`src/rtl/sm_pulse_monitor_pkg.sv`:
```
// Shared FSM encoding and default sizing for the stepper-motor pulse monitor.
package sm_pulse_monitor_pkg;

    typedef enum logic [1:0] {
        ST_IDLE  = 2'd0,
        ST_FIRST = 2'd1,
        ST_RUN   = 2'd2
    } sm_state_e;

    localparam int unsigned SM_SIZE          = 32'd16;
    localparam int unsigned SM_N             = 32'd100;
    localparam int unsigned SM_NUM_PERIOD    = 32'd2000;
    // Stall is declared after four nominal periods without a rising edge.
    localparam int unsigned SM_TIMEOUT_RATIO = 32'd4;

endpackage

```
`src/rtl/sm_pulse_monitor_edge_sync.sv`:
```
// Brings the asynchronous step line into the clk domain, applies polarity and
// produces level plus one-cycle rise/fall strobes, all three clk after the pin edge.
module sm_pulse_monitor_edge_sync (
    input  logic clk,
    input  logic rst_n,
    input  logic pulse_i,
    input  logic invert_i,
    output logic level_o,
    output logic rise_o,
    output logic fall_o
);

    logic sync1_q;
    logic sync2_q;
    logic line_q;
    logic line_prev_q;

    // Two-flop synchroniser, polarity fix-up, then one delayed copy for edge detection.
    always_ff @(posedge clk or negedge rst_n) begin
        if (!rst_n) begin
            sync1_q     <= 1'b0;
            sync2_q     <= 1'b0;
            line_q      <= 1'b0;
            line_prev_q <= 1'b0;
        end else begin
            sync1_q     <= pulse_i;
            sync2_q     <= sync1_q;
            line_q      <= sync2_q ^ invert_i;
            line_prev_q <= line_q;
        end
    end

    assign level_o = line_q;
    assign rise_o  = line_q & ~line_prev_q;
    assign fall_o  = ~line_q & line_prev_q;

endmodule

```
`src/rtl/sm_pulse_monitor.sv`:
```
// Step-train monitor: edge count, period, high width, N-pulse completion and stall detection.
module sm_pulse_monitor
    import sm_pulse_monitor_pkg::*;
#(
    parameter int unsigned SIZE    = SM_SIZE,
    parameter int unsigned N       = SM_N,
    parameter int unsigned TIMEOUT = SM_TIMEOUT_RATIO * SM_NUM_PERIOD
) (
    input  logic            clk,
    input  logic            rst_n,
    input  logic            pulse_in,
    input  logic            invert_pulse,
    input  logic            clr,
    input  logic [SIZE-1:0] n_target,
    output logic [SIZE-1:0] count,
    output logic [SIZE-1:0] period,
    output logic [SIZE-1:0] width,
    output logic            meas_valid,
    output logic            moving,
    output logic            n_done,
    output logic            stall
);

    localparam logic [SIZE-1:0] ONES_C    = '1;
    localparam logic [SIZE-1:0] ONE_C     = SIZE'(32'd1);
    localparam logic [SIZE-1:0] N_C       = SIZE'(N);
    localparam logic [SIZE-1:0] TIMEOUT_C = SIZE'(TIMEOUT);

    logic            line_s;
    logic            rise_s;
    logic            fall_s;
    logic [SIZE-1:0] target_s;
    logic [SIZE-1:0] count_inc_s;
    logic [SIZE-1:0] per_inc_s;
    logic [SIZE-1:0] wid_inc_s;

    sm_state_e       state_q,      state_d;
    logic [SIZE-1:0] count_q,      count_d;
    logic [SIZE-1:0] period_q,     period_d;
    logic [SIZE-1:0] width_q,      width_d;
    logic [SIZE-1:0] per_cnt_q,    per_cnt_d;
    logic [SIZE-1:0] wid_cnt_q,    wid_cnt_d;
    logic            meas_valid_q, meas_valid_d;
    logic            moving_q,     moving_d;
    logic            n_done_q,     n_done_d;
    logic            stall_q,      stall_d;

    sm_pulse_monitor_edge_sync u_edge_sync (
        .clk      (clk),
        .rst_n    (rst_n),
        .pulse_i  (pulse_in),
        .invert_i (invert_pulse),
        .level_o  (line_s),
        .rise_o   (rise_s),
        .fall_o   (fall_s)
    );

    // Next-state logic: counters saturate, clr wins over any coincident edge.
    always_comb begin
        target_s     = (n_target == '0) ? N_C : n_target;
        count_inc_s  = (count_q   == ONES_C) ? count_q   : count_q   + ONE_C;
        per_inc_s    = (per_cnt_q == ONES_C) ? per_cnt_q : per_cnt_q + ONE_C;
        wid_inc_s    = (wid_cnt_q == ONES_C) ? wid_cnt_q : wid_cnt_q + ONE_C;
        state_d      = state_q;
        count_d      = count_q;
        period_d     = period_q;
        width_d      = width_q;
        per_cnt_d    = per_cnt_q;
        wid_cnt_d    = wid_cnt_q;
        meas_valid_d = 1'b0;
        n_done_d     = n_done_q;
        stall_d      = stall_q;
        if (clr) begin
            state_d   = ST_IDLE;
            count_d   = '0;
            per_cnt_d = '0;
            wid_cnt_d = '0;
            n_done_d  = 1'b0;
            stall_d   = 1'b0;
        end else begin
            if (fall_s) begin
                width_d   = wid_cnt_q;
                wid_cnt_d = '0;
            end else if (line_s) begin
                wid_cnt_d = wid_inc_s;
            end else begin
                wid_cnt_d = wid_cnt_q;
            end
            if (rise_s) begin
                count_d   = count_inc_s;
                per_cnt_d = ONE_C;
                n_done_d  = n_done_q | (count_inc_s == target_s);
            end else begin
                count_d   = count_q;
                per_cnt_d = per_inc_s;
            end
            case (state_q)
                ST_IDLE: begin
                    if (rise_s) begin
                        state_d = ST_FIRST;
                    end else begin
                        per_cnt_d = '0;
                    end
                end
                ST_FIRST, ST_RUN: begin
                    // A rise landing on the timeout cycle is still a valid period.
                    if (rise_s) begin
                        state_d      = ST_RUN;
                        period_d     = per_cnt_q;
                        meas_valid_d = 1'b1;
                    end else if (per_cnt_q == TIMEOUT_C) begin
                        state_d   = ST_IDLE;
                        per_cnt_d = '0;
                        stall_d   = stall_q | ~n_done_q;
                    end else begin
                        state_d = state_q;
                    end
                end
                default: begin
                    state_d   = ST_IDLE;
                    per_cnt_d = '0;
                end
            endcase
        end
        moving_d = (state_d != ST_IDLE);
    end

    // State and output registers.
    always_ff @(posedge clk or negedge rst_n) begin
        if (!rst_n) begin
            state_q      <= ST_IDLE;
            count_q      <= '0;
            period_q     <= '0;
            width_q      <= '0;
            per_cnt_q    <= '0;
            wid_cnt_q    <= '0;
            meas_valid_q <= 1'b0;
            moving_q     <= 1'b0;
            n_done_q     <= 1'b0;
            stall_q      <= 1'b0;
        end else begin
            state_q      <= state_d;
            count_q      <= count_d;
            period_q     <= period_d;
            width_q      <= width_d;
            per_cnt_q    <= per_cnt_d;
            wid_cnt_q    <= wid_cnt_d;
            meas_valid_q <= meas_valid_d;
            moving_q     <= moving_d;
            n_done_q     <= n_done_d;
            stall_q      <= stall_d;
        end
    end

    assign count      = count_q;
    assign period     = period_q;
    assign width      = width_q;
    assign meas_valid = meas_valid_q;
    assign moving     = moving_q;
    assign n_done     = n_done_q;
    assign stall      = stall_q;

endmodule

```
`config.mk`:
```
export PLATFORM = sky130hd
export DESIGN_NAME = sm_pulse_monitor
export DESIGN_NICKNAME = d
export VERILOG_FILES = /design/src/rtl/sm_pulse_monitor_pkg.sv /design/src/rtl/sm_pulse_monitor_edge_sync.sv /design/src/rtl/sm_pulse_monitor.sv
export SDC_FILE = /design/constraint.sdc
export NUM_CORES = 1
export LEC_CHECK = 0
export ABC_AREA = 1
export CORE_MARGIN = 2
export CORE_UTILIZATION = 55
export DETAILED_ROUTE_END_ITERATION = 10
export PLACE_DENSITY = 0.82
export SLEW_MARGIN = 20
export SYNTH_ARGS = -nofsm -noshare
export SYNTH_HDL_FRONTEND = slang
export SYNTH_HIERARCHICAL = 1
export SYNTH_SLANG_ARGS = --single-unit
```
`constraint.sdc`:
```
create_clock -name clk -period 2.09 [get_ports clk]
set_input_delay 0.5225 -clock clk [delete_from_list [all_inputs] [get_ports clk]]
set_output_delay 0.5225 -clock clk [all_outputs]
set_load 0.005 [all_outputs]
```
=== Word level (Yosys, flattened, before mapping) ===
Cells that the tools add are included.

* Register bits: 90
* Input port bits: 21
* Output and inout bits: 52
* Word-level logic and storage cells: 76

* $add $sub $neg: 3
* Equal/unequal tests: 9
* Mux-type cells: 29
* Bitwise gates (word level): 9
* Reduce and logical (&&, ||, !) cells: 12

{| class="wikitable"
|+ Operators with widths
! operator !! count
|-
| 16-bit two-way mux || 14
|-
| 16-bit by 1-bit adder with 16-bit output (second input constant) || 3
|-
| 16-bit == test (second input constant) || 3
|-
| 16-bit one-hot mux with 2 select lines || 1
|-
| 16-bit by 13-bit == test with 1-bit output (second input constant) || 1
|-
| 16-bit == test || 1
|-
| 16-bit zero test || 1
|-
| 1-bit two-way mux || 9
|-
| 2-bit two-way mux || 4
|-
| 2-bit nonzero test || 4
|-
| 3-bit AND reduction || 2
|-
| 1-bit inverter || 4
|-
| 2-bit one-hot mux with 2 select lines || 1
|-
| 2-bit AND reduction || 2
|-
| 3-bit != test (second input constant) || 1
|-
| 3-bit nonzero test || 1
|-
| 1-bit AND || 2
|-
| 2-bit by 1-bit == test with 1-bit output (second input constant) || 1
|-
| 2-bit == test (second input constant) || 1
|-
| 2-bit zero test || 1
|-
| 2-bit != test (second input constant) || 1
|-
| 1-bit bitwise OR || 2
|-
| 2-bit OR reduction || 1
|-
| 1-bit bitwise XOR || 1
|}

=== Depth between registers and ports, before layout ===
* Depth after elaboration: 7
* Gate-level depth with buffers: 15

=== Cells and area by module ===
Netlist, hierarchy kept.

{| class="wikitable"
|+ Modules (own cells, without submodules)
! module !! instances !! cells an instance !! area each (um^2) !! sequential area each (um^2)
|-
| sm_pulse_monitor || 1 || 634 || 4,762.1 || 2,152.1
|-
| sm_pulse_monitor_edge_sync || 1 || 13 || 133.9 || 100.1
|}

=== Least setup slack after synthesis ===
Ideal clock, no wire load.

* Path kind: reg-to-reg
* Start: reg count_q[0] (netlist: count[0])
* End: reg n_done_q (netlist: n_done)
* Library setup time: 0.065 ns
* Data arrival time: 1.718 ns
* Path slack: 0.307 ns
* Stages on the path, launching flop included: 15
* Period minus slack after synthesis: 1.783 ns
* Path through: dfrtp_1 -> ha_1 -> nand2_2 -> nor2_4 -> nand2_4 -> nor2_4 -> buf_6 -> nor2_2 -> nand2_1 -> nand2_1 -> nor2_1 -> nand2_1 -> nor2_1 -> nand3_1 -> nand2_1

* Cells in the longest elaborated chain, start to end: 6
* Elaborated cells between the ends (all ways): 7
* Those cells by class: add/sub: 1; eq/ne: 2; mux: 3; bitwise: 1

{| class="wikitable"
|+ Ends and longest elaborated chain
! element !! RTL line !! text
|-
| start, declared || sm_pulse_monitor.sv:38 || <nowiki>logic [SIZE-1:0] count_q, count_d;</nowiki>
|-
| start signal, assigned || sm_pulse_monitor.sv:143 || <nowiki>count_q <= count_d;</nowiki>
|-
| 16-bit by 1-bit adder with 16-bit output / 16-bit == test (equally long branches) || sm_pulse_monitor.sv:61 || <nowiki>count_inc_s = (count_q == ONES_C) ? count_q : count_q + ONE_C;</nowiki>
|-
| 16-bit two-way mux (*) || sm_pulse_monitor.sv:61 ||
|-
| 16-bit == test (*) || sm_pulse_monitor.sv:92 || <nowiki>n_done_d = n_done_q | (count_inc_s == target_s);</nowiki>
|-
| 1-bit bitwise OR (*) || sm_pulse_monitor.sv:92 ||
|-
| 1-bit two-way mux (*) || sm_pulse_monitor.sv:89 || <nowiki>if (rise_s) begin</nowiki>
|-
| 1-bit two-way mux (*) || sm_pulse_monitor.sv:73 || <nowiki>if (clr) begin</nowiki>
|-
| end signal, assigned || sm_pulse_monitor.sv:150 || <nowiki>n_done_q <= n_done_d;</nowiki>
|-
| end, declared || sm_pulse_monitor.sv:45 || <nowiki>logic n_done_q, n_done_d;</nowiki>
|}

Every way passes the cells marked *; elsewhere a longest branch is shown, timed or not. The select of a mux whose other input is x is not followed.
A chain may end at the register's enable or synchronous reset.

=== Worst setup path in the final report ===
Ends and elaborated chain as after synthesis.

==> impl_metrics.tcl <==
set metrics [dict create \
    cp_data_arrival_time_ns 2.24 \
    startpoint_type "flop" \
    clk_pin_slew_ns 0.09 \
    post_cts_buffers 0 \
    ys_warn_count 6 \
    grt_start_max_net_pins 39 \
    area_growth_pct 26.0 \
    post-route-cell-area_um2 6170 \
    post-route-period-util_pct 92.9 \
    rrSetupSlack_ns 0.15 \
    finalSetupViolations 0 \
    cts_num_sinks 90 \
    die_area_um2 9670 \
    ant_nets 0 \
    p_leak_uw 0.00286 \
    p_per_area_nw_per_um2 574 \
    hold_viol_final 0 \
    final_nets 780 \
    synth_nets 674 \
    highest_layer "met4" \
    hold_path.class "in -> async" \
    synth_seq_area_share_pct 46.0 \
    antenna_found_initial 0 \
    power.switching_uw 960 \
    cap_violations 0 \
    grt_first_pass_wirelength_um 21900 \
    syn_inst 647 \
    fin_crit_ns 1.94 \
    p_clk_share_pct 31.2 \
    p_total_uw 3540 \
    tightest_slew_ns 0.519 \
    final_cell_mix "nand2_1 (161), inv_1 (92), dfrtp_1 (89)" \
    drt_iter0_markers 345 \
    peakVddDrop_v 0.000408 \
    numCtsBuffers 9 \
    via_per_inst 5.41 \
    wl_met2_um 6050 \
    dp_hpwl_um 9870 \
    switching_share_pct 27.1 \
    fp.dieH_um 98.4 \
    grt_usage_pct 27.8 \
    finalSetupTns_ns 0 \
    gr-total-overflow 0 \
    fp-row-count 34 \
    drt_first_pass_iters 4 \
    drc_errors 0 \
    initial_utilization_pct 56.4 \
    reg2regPathDepth 15 \
    layout_commonest_cell "nand2_1" \
    ys_seq_elements 90 \
    die_w_um 98.4 \
    slew_headroom_pct 65.4 \
    drt-met1-wl_um 5510 \
    fillerInstances 721 \
    yosysUniqueCellTypes 34 \
    n_antenna_cell 0 \
    dpl-instance-area_um2 5980 \
    worstSetupEndpointType "flop" \
    r2r_end "n_done" \
    dp_slack_ns 0.0191 \
    critPathKind "reg -> reg" \
    ctsLongestPathBuffers 2 \
    path_max_fanout 9 \
    multi_input_area_um2 2230 \
    wl_per_cell_um 14.7 \
    max_freq_ghz 0.515 \
    grt_pass1_vias 4619 \
    fin_util_pct 71.1 \
    io_buffer_count 72 \
    crit_required_ns 2.39 \
    place_congestion 1.04 \
    drive_gt1_share_pct 10.7 \
    p_int_uw 2580 \
    skew_ns 0.0191 \
    reg2reg_from "count[0]" \
    wirelength_um 12800 \
    route.met3.wl_um 914 \
    htree_levels 3 \
    combPwrFrac_pct 15.4 \
    via_count 4687 \
    seqCellArea_um2 2250 \
    cts_tree "built" \
    netlist_area_um2 4900 \
    clk_latency_ns 0.36 \
    core_um2 8680 \
    layout_setup_ws_ns 0.148 \
    syn_avg_cell_area_um2 7.57 \
    clk_root_buffer_cell "clkbuf_8" \
    ios 73 \
    seq_power_share_pct 53.4 \
    run_status "finished, final reports clean" \
    slew_violations 0 \
]
power by group through the flow:
stage / clock, µW / combinational (µW) / sequential (µW)
floorplan: 0 / 192 / 1920
global placement: 0 / 525 / 1920
detailed placement: 0 / 542 / 1920
CTS: 1140 / 546 / 1890
global route: 1200 / 603 / 1900
finish: 1110 / 545 / 1890
Yosys cell counts:
cell,number,area (µm²)
nand2_1,162,608
inv_1,92,345
dfrtp_1,90,2250
nor2_1,63,236
o21ai_0,62,310
nand3_1,44,220
a21oi_1,21,105
nand4_1,20,125
xor2_1,13,114
nor3_1,12,60.1
clkbuf_1,8,30.0
ha_1,6,75.1
o22ai_1,6,37.5
nand2_2,5,31.3
nor2_2,5,31.3
nand3_2,4,40.0
nor3_2,4,40.0
nor4_1,4,25.0
buf_6,3,33.8
nor2_4,3,33.8
a211oi_1,2,15.0
inv_2,2,7.51
nand2_4,2,22.5
o211a_1,2,20.0
o21ai_1,2,10.0
o21bai_1,2,15.0
a21boi_1,1,7.51
a31oi_1,1,6.26
buf_1,1,3.75
clkinv_1,1,3.75
nor3b_1,1,7.51
o21a_1,1,7.51
o41ai_1,1,8.76
or2_2,1,6.26
layer usage:
metal	up-vias	GRT usage [%]
met3	27	5.08
met5	-	0
met1	2167	38.3
met4	0	9.91
li1	2298	-
met2	195	44.3
worst max-delay path by stage:
stage	startpoint	to	slack (ns)	depth (start not counted)
2_1_floorplan	count[0]	n_done	0.31	14
4_1_cts	count[8]	n_done	0.13	14
5_1_grt	count[0]	n_done	-0.01	14
6_report	count[0]	n_done	0.15	15
3_3_place_gp	n_target[12]	n_done	0.03	14
3_5_place_dp	n_target[12]	n_done	0.02	14
registers in the layout (all words and copies together) (netlist names):
signal	cells
u_edge_sync/line_prev_q	1
moving	1
u_edge_sync/sync1_q	1
per_cnt_q	16
count	16
width	16
state_q	2
period	16
u_edge_sync/level_o	1
stall	1
n_done	1
u_edge_sync/sync2_q	1
wid_cnt_q	16
meas_valid	1
what timing repair did:
action,in CTS,in global routing
setup endpoints to repair,0,6
gates resized for setup,0,4
hold buffers,0,0
per-stage QoR:
| step | instances | hold WS [ns] |
|---|---|---|
| 2_1_floorplan | 647 | 0.227 |
| 3_3_place_gp | 850 | 0.341 |
| 3_5_place_dp | 850 | 0.336 |
| 4_1_cts | 866 | 0.131 |
| 5_1_grt | 866 | 0.159 |
| 6_report | 866 | 0.116 |
kinds of logic after synthesis:
kind of cell / share of synthesized area, %
AND/OR/NAND/NOR: 30.4
buffers and inverters: 8.66
AO/OA/AOI/OAI: 11.1
flip-flops: 46.0
XOR/XNOR: 2.33
adder cells (fa/ha/maj): 1.53
area by class of cell:
cell class              count  share of cell area (%)
flip-flops and latches     90                    36.5
repair buffers            107                    16.5
well taps                 108                    2.19
clock buffers              11                    2.29
clock inverters             5                   0.608
inverters                  95                    5.78
multi-input cells         450                    36.1
critical path, stage by stage (launching register included):
cell     delay [ns]
dfrtp_1        0.36
ha_1           0.18
nand2_2        0.08
nor2_4         0.17
nand2_4        0.10
inv_2          0.06
nand2_2        0.16
nand2_2        0.13
nand2_1        0.11
nand2_1        0.08
nand2_1        0.04
nor2_1         0.09
nand2_1        0.06
nor2_1         0.14
nand3_1        0.09
nand2_1        0.06
Note: power is estimated with default switching activity, not from simulation.
